<file path="src/rtl/clock_ctrl_pkg.sv">
`default_nettype none
// ============================================================================
// Module   : clock_ctrl_pkg
// Brief    : Shared state encoding, default timing constants and a counter
//            width helper for the E100 clock run sequencer.
// Revision : 1.0 - initial release
// ============================================================================
package clock_ctrl_pkg;

    typedef enum logic [2:0] {
        WAIT_LOCK = 3'd0,
        HOLD_RST  = 3'd1,
        HALT      = 3'd2,
        RUN       = 3'd3,
        STEP      = 3'd4
    } state_t;

    localparam int c_VALID_STABLE_CYCLES_DEF = 1024;
    localparam int c_RESET_HOLD_CYCLES_DEF   = 16;
    localparam int c_DEBOUNCE_CYCLES_DEF     = 100000;

    // Width of a counter covering 0..n-1, never narrower than one bit.
    function automatic int cnt_width(input int n);
        return (n > 1) ? $clog2(n) : 1;
    endfunction

endpackage
`default_nettype wire

</file>
<file path="src/rtl/clock_run_sequencer_if.sv">
`default_nettype none
// ============================================================================
// Module   : clock_run_sequencer_if
// Brief    : Board/CPU-side signal bundle of the clock run sequencer.
// Revision : 1.0 - initial release
// ============================================================================
interface clock_run_sequencer_if;

    logic        clock_valid;
    logic        run_switch;
    logic        step_button;
    logic        halt_request;
    logic        cpu_reset;
    logic        cpu_enable;
    logic        running;
    logic [31:0] enabled_cycles;

    modport master (
        output clock_valid, run_switch, step_button, halt_request,
        input  cpu_reset, cpu_enable, running, enabled_cycles
    );

    modport slave (
        input  clock_valid, run_switch, step_button, halt_request,
        output cpu_reset, cpu_enable, running, enabled_cycles
    );

endinterface
`default_nettype wire

</file>
<file path="src/rtl/clock_run_sequencer_sync_debounce.sv">
`default_nettype none
// ============================================================================
// Module   : sync_debounce
// Brief    : Two-flop synchronizer plus debouncer; reports the accepted level
//            and a one-cycle pulse on the accepted 0->1 change.
// Revision : 1.0 - initial release
// ============================================================================
module sync_debounce
    import clock_ctrl_pkg::*;
#(
    parameter int DEBOUNCE_CYCLES = c_DEBOUNCE_CYCLES_DEF
) (
    input  wire logic clock,
    input  wire logic reset,
    input  wire logic i_async,
    output logic      o_level,
    output logic      o_rise
);

    localparam int                c_CNT_W    = cnt_width(DEBOUNCE_CYCLES);
    localparam logic [c_CNT_W-1:0] c_CNT_LAST = c_CNT_W'(DEBOUNCE_CYCLES - 1);

    logic               r_meta;
    logic               r_sync;
    logic               r_level;
    logic [c_CNT_W-1:0] r_cnt;
    logic               w_accept;

    // The change is accepted in the cycle that completes the stable run, so
    // the rise pulse is combinational and lines up with the level update.
    assign w_accept = (r_sync != r_level) && (r_cnt == c_CNT_LAST);

    always_ff @(posedge clock) begin
        if (reset) begin
            r_meta  <= 1'b0;
            r_sync  <= 1'b0;
            r_level <= 1'b0;
            r_cnt   <= '0;
        end else begin
            r_meta <= i_async;
            r_sync <= r_meta;
            if (r_sync == r_level) begin
                r_cnt <= '0;
            end else if (w_accept) begin
                r_level <= r_sync;
                r_cnt   <= '0;
            end else begin
                r_cnt <= r_cnt + 1'b1;
            end
        end
    end

    assign o_level = r_level;
    assign o_rise  = w_accept & r_sync;

endmodule
`default_nettype wire

</file>
<file path="src/rtl/clock_run_sequencer.sv">
`default_nettype none
// ============================================================================
// Module   : clock_run_sequencer
// Brief    : Waits for PLL lock, holds then releases CPU reset, and schedules
//            CPU clock enables in run / halt / single-step modes.
// Revision : 1.0 - initial release
// ============================================================================
module clock_run_sequencer
    import clock_ctrl_pkg::*;
#(
    parameter int VALID_STABLE_CYCLES = c_VALID_STABLE_CYCLES_DEF,
    parameter int RESET_HOLD_CYCLES   = c_RESET_HOLD_CYCLES_DEF,
    parameter int DEBOUNCE_CYCLES     = c_DEBOUNCE_CYCLES_DEF
) (
    input  wire logic            clock,
    input  wire logic            reset,
    clock_run_sequencer_if.slave bus
);

    localparam int                  c_LOCK_W    = cnt_width(VALID_STABLE_CYCLES);
    localparam int                  c_HOLD_W    = cnt_width(RESET_HOLD_CYCLES);
    localparam logic [c_LOCK_W-1:0] c_LOCK_LAST = c_LOCK_W'(VALID_STABLE_CYCLES - 1);
    localparam logic [c_HOLD_W-1:0] c_HOLD_LAST = c_HOLD_W'(RESET_HOLD_CYCLES - 1);

    state_t              r_state;
    state_t              w_next;
    logic                r_valid_meta;
    logic                r_valid_sync;
    logic                r_run_meta;
    logic                r_run_sync;
    logic [c_LOCK_W-1:0] r_lock_cnt;
    logic [c_HOLD_W-1:0] r_hold_cnt;
    logic                r_cpu_reset;
    logic                r_cpu_enable;
    logic                r_running;
    logic [31:0]         r_enabled_cycles;
    logic                w_step_level;
    logic                w_step_rise;
    logic                w_step_pulse;

    sync_debounce #(
        .DEBOUNCE_CYCLES(DEBOUNCE_CYCLES)
    ) u_step_debounce (
        .clock   (clock),
        .reset   (reset),
        .i_async (bus.step_button),
        .o_level (w_step_level),
        .o_rise  (w_step_rise)
    );

    // A rise is only ever reported while the accepted level is still low.
    assign w_step_pulse = w_step_rise & ~w_step_level;

    always_comb begin
        w_next = r_state;
        if (!r_valid_sync) begin
            w_next = WAIT_LOCK;
        end else begin
            case (r_state)
                WAIT_LOCK: if (r_lock_cnt == c_LOCK_LAST) w_next = HOLD_RST;
                HOLD_RST:  if (r_hold_cnt == c_HOLD_LAST) w_next = HALT;
                HALT: begin
                    if (r_run_sync && !bus.halt_request) w_next = RUN;
                    else if (w_step_pulse)               w_next = STEP;
                end
                RUN:       if (!r_run_sync || bus.halt_request) w_next = HALT;
                STEP:      w_next = HALT;
                default:   w_next = WAIT_LOCK;
            endcase
        end
    end

    always_ff @(posedge clock) begin
        if (reset) begin
            r_state          <= WAIT_LOCK;
            r_valid_meta     <= 1'b0;
            r_valid_sync     <= 1'b0;
            r_run_meta       <= 1'b0;
            r_run_sync       <= 1'b0;
            r_lock_cnt       <= '0;
            r_hold_cnt       <= '0;
            r_cpu_reset      <= 1'b1;
            r_cpu_enable     <= 1'b0;
            r_running        <= 1'b0;
            r_enabled_cycles <= '0;
        end else begin
            r_valid_meta <= bus.clock_valid;
            r_valid_sync <= r_valid_meta;
            r_run_meta   <= bus.run_switch;
            r_run_sync   <= r_run_meta;
            r_state      <= w_next;

            r_lock_cnt <= (r_state == WAIT_LOCK && w_next == WAIT_LOCK && r_valid_sync)
                          ? r_lock_cnt + 1'b1 : '0;
            r_hold_cnt <= (r_state == HOLD_RST && w_next == HOLD_RST)
                          ? r_hold_cnt + 1'b1 : '0;

            // The count survives lock loss; only a fresh reset hold clears it.
            if (r_state == HOLD_RST)
                r_enabled_cycles <= '0;
            else if (r_cpu_enable)
                r_enabled_cycles <= r_enabled_cycles + 32'd1;

            r_cpu_reset  <= (w_next == WAIT_LOCK) || (w_next == HOLD_RST);
            r_cpu_enable <= (w_next == RUN) || (w_next == STEP);
            r_running    <= (w_next == RUN);
        end
    end

    assign bus.cpu_reset      = r_cpu_reset;
    assign bus.cpu_enable     = r_cpu_enable;
    assign bus.running        = r_running;
    assign bus.enabled_cycles = r_enabled_cycles;

endmodule
`default_nettype wire
</file>
<file path="src/flat_wrapper.sv">
// flat-port wrapper written by rule: the top's interface ports become plain ports
module clock_run_sequencer_flat import clock_ctrl_pkg::*;
#(
    parameter int VALID_STABLE_CYCLES = c_VALID_STABLE_CYCLES_DEF,
    parameter int RESET_HOLD_CYCLES   = c_RESET_HOLD_CYCLES_DEF,
    parameter int DEBOUNCE_CYCLES     = c_DEBOUNCE_CYCLES_DEF
)
  (clock, reset, bus_clock_valid, bus_run_switch, bus_step_button, bus_halt_request, bus_cpu_reset, bus_cpu_enable, bus_running, bus_enabled_cycles);
  clock_run_sequencer_if bus_i ();
  input  wire logic clock;
  input  wire logic reset;
  input wire logic [$bits(bus_i.clock_valid)-1:0] bus_clock_valid;
  input wire logic [$bits(bus_i.run_switch)-1:0] bus_run_switch;
  input wire logic [$bits(bus_i.step_button)-1:0] bus_step_button;
  input wire logic [$bits(bus_i.halt_request)-1:0] bus_halt_request;
  output wire logic [$bits(bus_i.cpu_reset)-1:0] bus_cpu_reset;
  output wire logic [$bits(bus_i.cpu_enable)-1:0] bus_cpu_enable;
  output wire logic [$bits(bus_i.running)-1:0] bus_running;
  output wire logic [$bits(bus_i.enabled_cycles)-1:0] bus_enabled_cycles;
  assign bus_i.clock_valid = bus_clock_valid;
  assign bus_i.run_switch = bus_run_switch;
  assign bus_i.step_button = bus_step_button;
  assign bus_i.halt_request = bus_halt_request;
  assign bus_cpu_reset = bus_i.cpu_reset;
  assign bus_cpu_enable = bus_i.cpu_enable;
  assign bus_running = bus_i.running;
  assign bus_enabled_cycles = bus_i.enabled_cycles;
  clock_run_sequencer #(.VALID_STABLE_CYCLES(VALID_STABLE_CYCLES), .RESET_HOLD_CYCLES(RESET_HOLD_CYCLES), .DEBOUNCE_CYCLES(DEBOUNCE_CYCLES)) u_core (.clock(clock), .reset(reset), .bus(bus_i));
endmodule
</file>
<file path="config.mk">
export PLATFORM = sky130hd
export DESIGN_NAME = clock_run_sequencer_flat
export DESIGN_NICKNAME = d
export VERILOG_FILES = /design/src/rtl/clock_ctrl_pkg.sv /design/src/rtl/clock_run_sequencer_if.sv /design/src/rtl/clock_run_sequencer_sync_debounce.sv /design/src/rtl/clock_run_sequencer.sv /design/src/flat_wrapper.sv
export SDC_FILE = /design/constraint.sdc
export NUM_CORES = 1
export LEC_CHECK = 0
export CORE_MARGIN = 5
export CORE_UTILIZATION = 49
export CTS_CLUSTER_SIZE = 30
export DETAILED_ROUTE_END_ITERATION = 7
export PLACE_DENSITY = 0.75
export RECOVER_POWER = 50
export SYNTH_ARGS = -nofsm -noshare
export SYNTH_HDL_FRONTEND = slang
export SYNTH_SLANG_ARGS = --single-unit
</file>
<file path="constraint.sdc">
create_clock -name clock -period 1.7 [get_ports clock]
set_input_delay 0.255 -clock clock [delete_from_list [all_inputs] [get_ports clock]]
set_output_delay 0.255 -clock clock [all_outputs]
set_load 0.05 [all_outputs]
</file>
==> results of run 1 <==
[cell type report]
| cell class | count | area (um2) |
|---|---|---|
| fill | 562 | 2295 |
| multi-input combinational | 261 | 1733 |
| sequential | 76 | 1555 |
| timing repair buffer | 74 | 489.2 |
| clock buffer | 10 | 127.6 |
| tap | 77 | 96.34 |
| clock inverter | 6 | 63.81 |
| inverter | 7 | 26.28 |
[layer usage]
metal	share of wire (%)	track usage, %
met3	4.1	4.215
met5	0	0
met1	47	19.82
met4	0.67	7.090
met2	48	26.50
[worst paths after layout]
path                                                        end  slack, ps  cells past startpoint
worst max-delay path            u_core.r_hold_cnt[2]$_SDFF_PP0_         40                      6
worst min-delay path             u_core.r_valid_sync$_SDFF_PP0_        440                      1
worst max register to register  u_core.r_hold_cnt[2]$_SDFF_PP0_         40                      6
worst min register to register   u_core.r_valid_sync$_SDFF_PP0_        440                      1
[timing repair]
action	in CTS	in global routing
resized for setup	0	14
endpoints found under the setup margin	0	21
buffers inserted	0	3
[sequential cells by signal, indices dropped and copies added, names as in the netlist]
name	flops
u_core.u_step_debounce.r_sync	1
u_core.bus.cpu_enable	1
u_core.r_valid_meta	1
u_core.bus.enabled_cycles	32
u_core.r_lock_cnt	10
u_core.u_step_debounce.r_cnt	17
u_core.r_run_meta	1
u_core.r_run_sync	1
u_core.r_hold_cnt	4
u_core.r_valid_sync	1
u_core.bus.cpu_reset	1
u_core.bus.running	1
u_core.r_state	3
u_core.u_step_debounce.o_level	1
u_core.u_step_debounce.r_meta	1
[through the flow]
stage          std cells  cell area, um2  hold slack (ps)
2_1_floorplan        351            3286            324.1
3_3_place_gp         491            3899            417.2
3_5_place_dp         491            3899            427.3
4_1_cts              507            4090            440.3
5_1_grt              511            4091            447.5
6_report             511            4091            441.3
[Yosys cell counts]
cell type / n
nor4b_1: 1
xnor2_1: 19
nand4bb_1: 1
and4_1: 5
nor2_1: 70
nor4_2: 1
and2_1: 2
a21oi_1: 8
nor3_1: 6
nand4bb_4: 1
o21ai_0: 8
buf_2: 6
nand3_1: 21
or4b_1: 1
mux2i_1: 1
nand4_4: 1
o21ai_2: 1
and3_1: 8
a211oi_2: 2
or3_1: 5
ha_1: 4
nor4bb_1: 2
inv_1: 7
and2b_1: 1
or2_2: 1
o21bai_1: 1
nand4_2: 1
nand3_2: 1
nor4_4: 3
or2_1: 1
nand4_1: 16
nor2b_1: 10
nand2b_1: 1
xor2_1: 33
nand2_1: 20
clkbuf_1: 1
nor3b_1: 3
dfxtp_1: 76
nor4_1: 1
[critical path, cell delays in order, from the launching register on]
cell       delay (ps)
dfxtp_1           310
or4b_4            540
nor4_4            170
a211oi_2           70
buf_4             150
nand4bb_4         240
nor2_1            120
[cell usage in the layout, fill, tap and decap left out, types with 16 or more instances in the layout]
cell type and count:
clkbuf_1 32, dfxtp_1 51, nand2_1 20, nand3_1 20, buf_4 31, xor2_1 33, dfxtp_2 24, nor2_1 69
nand4_1 16, xnor2_1 19
[power by group through the flow]
stage	Sequential (mW)	Combinational (mW)	Clock, mW
3_3_place_gp	1.83	0.0522	0
2_1_floorplan	1.83	0.0276	0
6_report	1.79	0.0594	1.33
5_1_grt	1.79	0.0645	1.46
4_1_cts	1.79	0.0529	1.37
3_5_place_dp	1.83	0.0525	0
[kinds of logic (layout without fill, tap and decap cells)]
kind of cell	count (synthesis)	count (layout)	synth area share (%)
adders and majority gates	4	4	1.543
DFF	76	76	46.90
and+or+nand+nor	184	184	31.62
xor gates and xnor gates	52	52	14.04
buffers and inverters	14	97	1.851
muxes	1	1	0.3085
AOI/OAI and AO/OA	20	20	3.741
==> results_dict.tcl, run 1 <==
set metrics [dict create \
    p_comb_share_pct 1.9 \
    portBuffers 40 \
    power_density_nw_per_um2 776.5 \
    worst_pin_slew_ps 642.2 \
    pre_cts_ws_ps -29.58 \
    yosysTopAreaCell "dfxtp_1" \
    viasPerCell 5.164 \
    clkPwrFrac_pct 41.9 \
    finish.utilization_pct 64.07 \
    cellInternalPower_mw 2.492 \
    max_cap_violations 0 \
    start_util_pct 50.80 \
    area_delta_synth_final_pct 26.11 \
    rsz0062_at_grt "true" \
    hpwl_um 4482 \
    ys_ff_latch 76 \
    crit_path_start "u_core.r_state[1]$_SDFF_PP0_" \
    grt_pass1_wl_um 11230 \
    ir_drop_mv 0.5736 \
    fin_crit_ps 1661 \
    arrival_ps 1940 \
    postRouteAntennaNets 0 \
    dieArea_um2 8348 \
    ys_types 39 \
    fp.dieW_um 91.37 \
    vias 2639 \
    clkTransAtPathRegs_ps 70 \
    seq_area_frac_synth_pct 46.90 \
    drive_above_1_share_pct 22.58 \
    clockBufferDepth 2 \
    worst_slack_ps 39.41 \
    grt_max_degree 33 \
    relSlewSlack_pct 57.37 \
    track_usage_pct 16.12 \
    wl_per_cell_um 12.93 \
    skew_ps 11.53 \
    synth_area_um2 3244 \
    place_congestion 0.8183 \
    finalHoldViolations 0 \
    clk_latency_ps 340 \
    netlist_instances 351 \
    maxSlewViolCount 0 \
    finalNetCount 439 \
    start_kind "flop" \
    max_freq_mhz 602.2 \
    finalPower_mw 3.177 \
    outcome "complete, no violations" \
    switching_share_pct 21.54 \
    htree_levels 3 \
    drc 0 \
    hold_path.class "flop to flop" \
    grt_pass1_vias 2527 \
    synth_area_leaders "dfxtp_1 (47%), xor2_1 (8.9%), nor2_1 (8.1%), xnor2_1 (5.1%), nand3_1 (3.2%)" \
    synth.avg_cell_area_um2 9.243 \
    seqPwrFrac_pct 56.3 \
    p_switching_mw 0.6845 \
    drt_wl_total_um 6606 \
    diodes 0 \
    ctsRootBufferMaster "clkbuf_8" \
    dieHeight_um 91.37 \
    cts_tree "done" \
    overflow 0 \
    rows 29 \
    postCtsHoldBufs 0 \
    path_class "flop to flop" \
    power_leakage_nw 1.554 \
    reg2reg_from "u_core.r_state[1]$_SDFF_PP0_" \
    initialDrtViolationCount 61 \
    setup_viol 0 \
    finalSetupTns_ps 0 \
    crit_required_ps 1980 \
    cts.sink_count 76 \
    yosys_warnings 0 \
    core_um2 6386 \
    crit_fanout 4 \
    end_kind "flop" \
    synth.top_cell.area_share_pct 46.90 \
    cts_made_buffers 9 \
    ios 41 \
    hp-start "u_core.r_valid_meta$_SDFF_PP0_" \
    antenna_found_initial 0 \
    period_share_pct 97.68 \
    drt-pass1-iter-count 4 \
    syn_nets 361 \
]
Note: power is estimated with default switching activity, not from simulation.
==> run 2: changes to the inputs <==
--- a/config.mk
+++ b/config.mk
@@ -9,6 +9,7 @@
 export CORE_UTILIZATION = 49
 export CTS_CLUSTER_SIZE = 30
 export DETAILED_ROUTE_END_ITERATION = 7
+export MAX_ROUTING_LAYER = met4
 export PLACE_DENSITY = 0.75
 export RECOVER_POWER = 50
 export SYNTH_ARGS = -nofsm -noshare
==> run 2 against run 1 <==
Net effect: utilization is 0.12 points lower; sequential cell count stayed put; final area is 0.18% lower; routed wire length is 0.71% higher.
==> results_dict.tcl, run 2 (synthesized netlist as in run 1, its figures left out) <==
set metrics [dict create \
    switching_share_pct 21.74 \
    m1WireLength_um 3121 \
    rows 29 \
    finalSetupTns_ps 0 \
    wl_per_cell_um 13.05 \
    postCtsHoldBufs 0 \
    area_delta_synth_final_pct 25.88 \
    cellInternalPower_mw 2.493 \
    grt_pass1_wl_um 11230 \
    max_freq_mhz 601.5 \
    ios 41 \
    clkTransAtPathRegs_ps 80 \
    initialDrtViolationCount 56 \
    vias 2648 \
    portBuffers 40 \
    rsz0062_at_grt "true" \
    outcome "complete, no violations" \
    htree_levels 3 \
    hpwl_um 4482 \
    reg2reg_slack_ps 40 \
    antenna_found_initial 0 \
    clockBufferDepth 2 \
    clkPwrFrac_pct 42.0 \
    period_share_pct 97.79 \
    dieArea_um2 8348 \
    max_cap_violations 0 \
    fp.dieW_um 91.37 \
    drive_above_1_share_pct 22.40 \
    finalHoldViolations 0 \
    dieHeight_um 91.37 \
    finalPower_mw 3.185 \
    start_util_pct 50.80 \
    place_congestion 0.8305 \
    maxSlewViolCount 0 \
    relSlewSlack_pct 57.06 \
    core_um2 6386 \
    finish.utilization_pct 63.95 \
    dr_wl_met3_um 289 \
    power_leakage_nw 1.550 \
    arrival_ps 1940 \
    path_class "flop to flop" \
    clk_latency_ps 350 \
    crit_fanout 4 \
    postRouteAntennaNets 0 \
    cts_made_buffers 9 \
    hold_path.class "flop to flop" \
    fin_crit_ps 1662 \
    final_common_cell "nor2_1" \
    reg2reg_from "u_core.r_state[1]$_SDFF_PP0_" \
    r2r_end "u_core.r_hold_cnt[2]$_SDFF_PP0_" \
    viasPerCell 5.192 \
    track_usage_pct 16.55 \
    drt_wl_total_um 6653 \
    drc 0 \
    reg2regPathDepth 6 \
    ir_drop_mv 0.5752 \
    crit_required_ps 1980 \
    route.met2.wl_um 3161 \
    p_comb_share_pct 1.9 \
    cts.sink_count 76 \
    final_cell_mix "nor2_1 (69), dfxtp_1 (51), xor2_1 (33), clkbuf_1 (32), buf_4 (30)" \
    final_area_um2 4084 \
    end_kind "flop" \
    setup_viol 0 \
    skew_ps 11.01 \
    ctsRootBufferMaster "clkbuf_8" \
    largest_reg_flops 32 \
    worst_pin_slew_ps 646.8 \
    min_to "u_core.r_valid_sync$_SDFF_PP0_" \
    cts_tree "done" \
    overflow 0 \
    finalNetCount 438 \
    grt_pass1_vias 2529 \
    highest_layer "met4" \
    start_kind "flop" \
    hp-start "u_core.r_valid_meta$_SDFF_PP0_" \
    hold_depth 1 \
    power_density_nw_per_um2 779.9 \
    seqPwrFrac_pct 56.1 \
    grt_max_degree 33 \
    dpl_cell_area_um2 3899 \
    diodes 0 \
    drt-pass1-iter-count 4 \
    p_switching_mw 0.6924 \
]
[run 2: changes by cell type in the layout (fill, tap and decap cells not counted)]
| cell | change |
|---|---|
| clkdlybuf4s50_1 | +1 |
| dlygate4sd3_1 | -1 |
| buf_4 | -1 |
[run 2: worst max-delay path by stage]
stage / to / startpoint
4_1_cts: u_core.r_hold_cnt[2]$_SDFF_PP0_ / u_core.r_state[1]$_SDFF_PP0_
5_1_grt: u_core.r_hold_cnt[3]$_SDFF_PP0_ / u_core.r_state[1]$_SDFF_PP0_
2_1_floorplan: u_core.bus.enabled_cycles[28]$_SDFFE_PP0P_ / u_core.bus.enabled_cycles[0]$_SDFFE_PP0P_
3_3_place_gp: u_core.r_hold_cnt[2]$_SDFF_PP0_ / bus_halt_request
6_report: u_core.r_hold_cnt[2]$_SDFF_PP0_ / u_core.r_state[1]$_SDFF_PP0_
3_5_place_dp: u_core.bus.cpu_enable$_SDFF_PP0_ / bus_halt_request
[run 2: per-layer routing]
| layer | track usage [%] | vias up |
|---|---|---|
| li1 | - | 1349 |
| met1 | 19.82 | 1240 |
| met2 | 26.50 | 52 |
| met5 | - | - |
| met3 | 3.967 | 7 |
| met4 | 7.090 | 0 |
[run 2: area by class of cell]
class,count,area (um2)
fill,558,2302
multi-input combinational,261,1733
sequential,76,1555
timing repair buffer,73,481.7
clock buffer,10,127.6
tap,77,96.34
clock inverter,6,63.81
inverter,7,26.28
[run 2: critical path, stage by stage (launching register included)]
cell and delay (ps):
dfxtp_1 310, or4b_4 540, nor4_4 170, a211oi_2 70, buf_4 150, nand4bb_4 240, nor2_1 120
[run 2: timing repair]
item	CTS	global route
resized for setup	0	14
buffers inserted	0	2
setup endpoints to repair	0	21
[run 2: power groups by stage]
| stage | sequential, mW | combinational (mW) | clock [mW] |
|---|---|---|---|
| after floorplan | 1.83 | 0.0276 | 0 |
| after global placement | 1.83 | 0.0522 | 0 |
| after detailed placement | 1.83 | 0.0525 | 0 |
| after CTS | 1.79 | 0.0529 | 1.37 |
| after global routing | 1.79 | 0.0648 | 1.46 |
| final | 1.79 | 0.0599 | 1.34 |
[run 2: stage by stage]
stage,cells,setup slack (ps),hold slack [ps]
finish,510,37.51,441.9
global route,510,-85.60,450.1
CTS,507,2.097,440.3
detailed placement,491,-29.58,427.3
global placement,491,-1.181,417.2
floorplan,351,-2.602,324.1
==> run 3: changes to the inputs <==
--- a/config.mk
+++ b/config.mk
@@ -6,11 +6,10 @@
 export NUM_CORES = 1
 export LEC_CHECK = 0
 export CORE_MARGIN = 5
-export CORE_UTILIZATION = 49
+export CORE_UTILIZATION = 24
 export CTS_CLUSTER_SIZE = 30
 export DETAILED_ROUTE_END_ITERATION = 7
 export MAX_ROUTING_LAYER = met4
-export PLACE_DENSITY = 0.75
 export RECOVER_POWER = 50
 export SYNTH_ARGS = -nofsm -noshare
 export SYNTH_HDL_FRONTEND = slang
==> run 3 against run 2 <==
Net effect: via count down 0.49%; register-to-register slack gained 20 ps; count of clock-buffer cells in the layout rose by 2; fmax up 1.2%; setup slack better by 20 ps; largest power group is now clock; total power rose by 18%; sequential share of layout area decreased by 1.8 points.
==> results_dict.tcl, run 3 (synthesized netlist as in run 1, its figures left out) <==
set metrics [dict create \
    seqCellArea_um2 1556 \
    portBuffers 40 \
    final_cell_mix "nor2_1 (69), dfxtp_1 (50), clkbuf_1 (35), xor2_1 (33)" \
    clockBufferDepth 2 \
    relSlewSlack_pct 58.21 \
    max_freq_mhz 608.7 \
    num-fill-cells 1431 \
    start_kind "flop" \
    initialDrtViolationCount 87 \
    clkTransAtPathRegs_ps 60 \
    finalPower_mw 3.774 \
    grt_pass1_wl_um 12360 \
    grt_use_met3_pct 3.175 \
    crit_path_max_incr_delay_ps 350 \
    diodes 0 \
    crit_path_start "u_core.u_step_debounce.r_cnt[0]$_SDFF_PP0_" \
    cts.sink_count 76 \
    worstSetupEndpoint "u_core.u_step_debounce.r_cnt[6]$_SDFF_PP0_" \
    arrival_ps 1860 \
    grt_max_degree 33 \
    power_leakage_nw 1.560 \
    skew_ps 5.780 \
    whs_ps 436.9 \
    ios 41 \
    path_cells "ha_4, and4_4, buf_6, nand4_1, o21ai_4, clkbuf_16, nor2_1" \
    area_delta_synth_final_pct 32.16 \
    worst_pin_slew_ps 629.5 \
    met2_usage_pct 15.65 \
    fin_crit_ps 1643 \
    ir_drop_mv 0.4713 \
    setup_viol 0 \
    period_share_pct 96.64 \
    core_um2 13240 \
    postCtsHoldBufs 0 \
    hold_depth 1 \
    grt-busiest-layer "met2" \
    finalHoldViolations 0 \
    antenna_found_initial 0 \
    power_density_nw_per_um2 880.2 \
    drt_wl_total_um 7113 \
    dpl_cell_area_um2 4020 \
    crit_fanout 8 \
    multi_input_area_um2 1730 \
    largest_reg_flops 32 \
    dieHeight_um 126.3 \
    final_common_cell "nor2_1" \
    hold_path.class "flop to flop" \
    place_congestion 0.7871 \
    finalNetCount 435 \
    rows 42 \
    end_kind "flop" \
    reg2reg_from "u_core.u_step_debounce.r_cnt[0]$_SDFF_PP0_" \
    drive_above_1_share_pct 20.93 \
    clk_latency_ps 330 \
    outcome "complete, no violations" \
    pre_cts_ws_ps -23.75 \
    crit_required_ps 1920 \
    cts_made_buffers 9 \
    track_usage_pct 9.663 \
    r2r_end "u_core.u_step_debounce.r_cnt[6]$_SDFF_PP0_" \
    grtUsageMet1_pct 11.12 \
    ctsRootBufferMaster "clkbuf_16" \
    worst_slack_ps 57.18 \
    cts_tree "done" \
    final_area_um2 4288 \
    drt-pass1-iter-count 4 \
    vias 2635 \
    wl_per_cell_um 11.74 \
    grt_pass1_vias 2621 \
    dieArea_um2 15940 \
    overflow 0 \
    path_class "flop to flop" \
    postRouteAntennaNets 0 \
    max_cap_violations 0 \
    finish.utilization_pct 32.38 \
    start_util_pct 24.50 \
    hpwl_um 5005 \
    htree_levels 3 \
    maxSlewViolCount 0 \
    fp.dieW_um 126.3 \
    slowest_stage "dfxtp_2" \
    reg2reg_slack_ps 60 \
    drc 0 \
    viasPerCell 4.348 \
    reg2regPathDepth 7 \
]
[run 3: cell count changes in the layout (fill, tap and decap cells not counted), moves of 2 or more]
| cell | before | now |
|---|---|---|
| clkbuf_2 | 4 | 1 |
| clkbuf_1 | 32 | 35 |
| buf_4 | 30 | 25 |
| clkbuf_16 | 2 | 10 |
| clkbuf_8 | 9 | 2 |
| clkinv_4 | 2 | 0 |
[run 3: metrics by stage]
stage	setup TNS [ps]	std cells
after floorplan	-2.602	351
after global placement	0	588
after detailed placement	-23.75	588
after CTS	0	603
after global routing	-303.9	606
final	0	606
[run 3: area by class of cell]
| cell class | count | share of cell area [%] |
|---|---|---|
| Multi-Input combinational cell | 261 | 40.36 |
| Sequential cell | 76 | 36.30 |
| Timing Repair Buffer | 70 | 10.50 |
| Clock buffer | 12 | 5.982 |
| Tap cell | 176 | 5.136 |
| Clock inverter | 4 | 1.109 |
| Inverter | 7 | 0.6128 |
[run 3: per-layer routing]
| layer | up-vias | wire length, um |
|---|---|---|
| met1 | 1238 | 3255 |
| met5 | - | 0 |
| met2 | 39 | 3387 |
| li1 | 1346 | - |
| met3 | 12 | 324 |
| met4 | 0 | 146 |
[run 3: worst max-delay path, delay by kind of cell, from the launching register on]
kind	cells	cell delay [ps]
adder cells (fa/ha/maj)	1	130
AND/OR/NAND/NOR	3	460
flip-flops	1	350
AO/OA/AOI/OAI	1	290
buffers and inverters	2	290
[run 3: how the worst min path moves through the flow]
stage	startpoint	end	slack [ps]
final	u_core.r_valid_meta$_SDFF_PP0_	u_core.r_valid_sync$_SDFF_PP0_	440
after global routing	bus_run_switch	u_core.r_run_meta$_SDFF_PP0_	460
after CTS	u_core.r_valid_meta$_SDFF_PP0_	u_core.r_valid_sync$_SDFF_PP0_	440
after detailed placement	u_core.r_valid_meta$_SDFF_PP0_	u_core.r_valid_sync$_SDFF_PP0_	430
after global placement	u_core.r_valid_meta$_SDFF_PP0_	u_core.r_valid_sync$_SDFF_PP0_	420
after floorplan	reset	u_core.u_step_debounce.o_level$_SDFFE_PP0P_	320
[run 3: report_power, final]
part / internal (mW) / total [mW] / switching (mW)
clock network: 1.21 / 1.92 / 0.710
registers: 1.79 / 1.79 / 0.00278
logic: 0.0314 / 0.0625 / 0.0311
[run 3: what timing repair did]
| action | in CTS | in global routing |
|---|---|---|
| setup buffers | 0 | 2 |
| endpoints found under the setup margin | 6 | 42 |
| pin swaps | 2 | 3 |
| cloned | 0 | 1 |
| resized for setup | 2 | 13 |
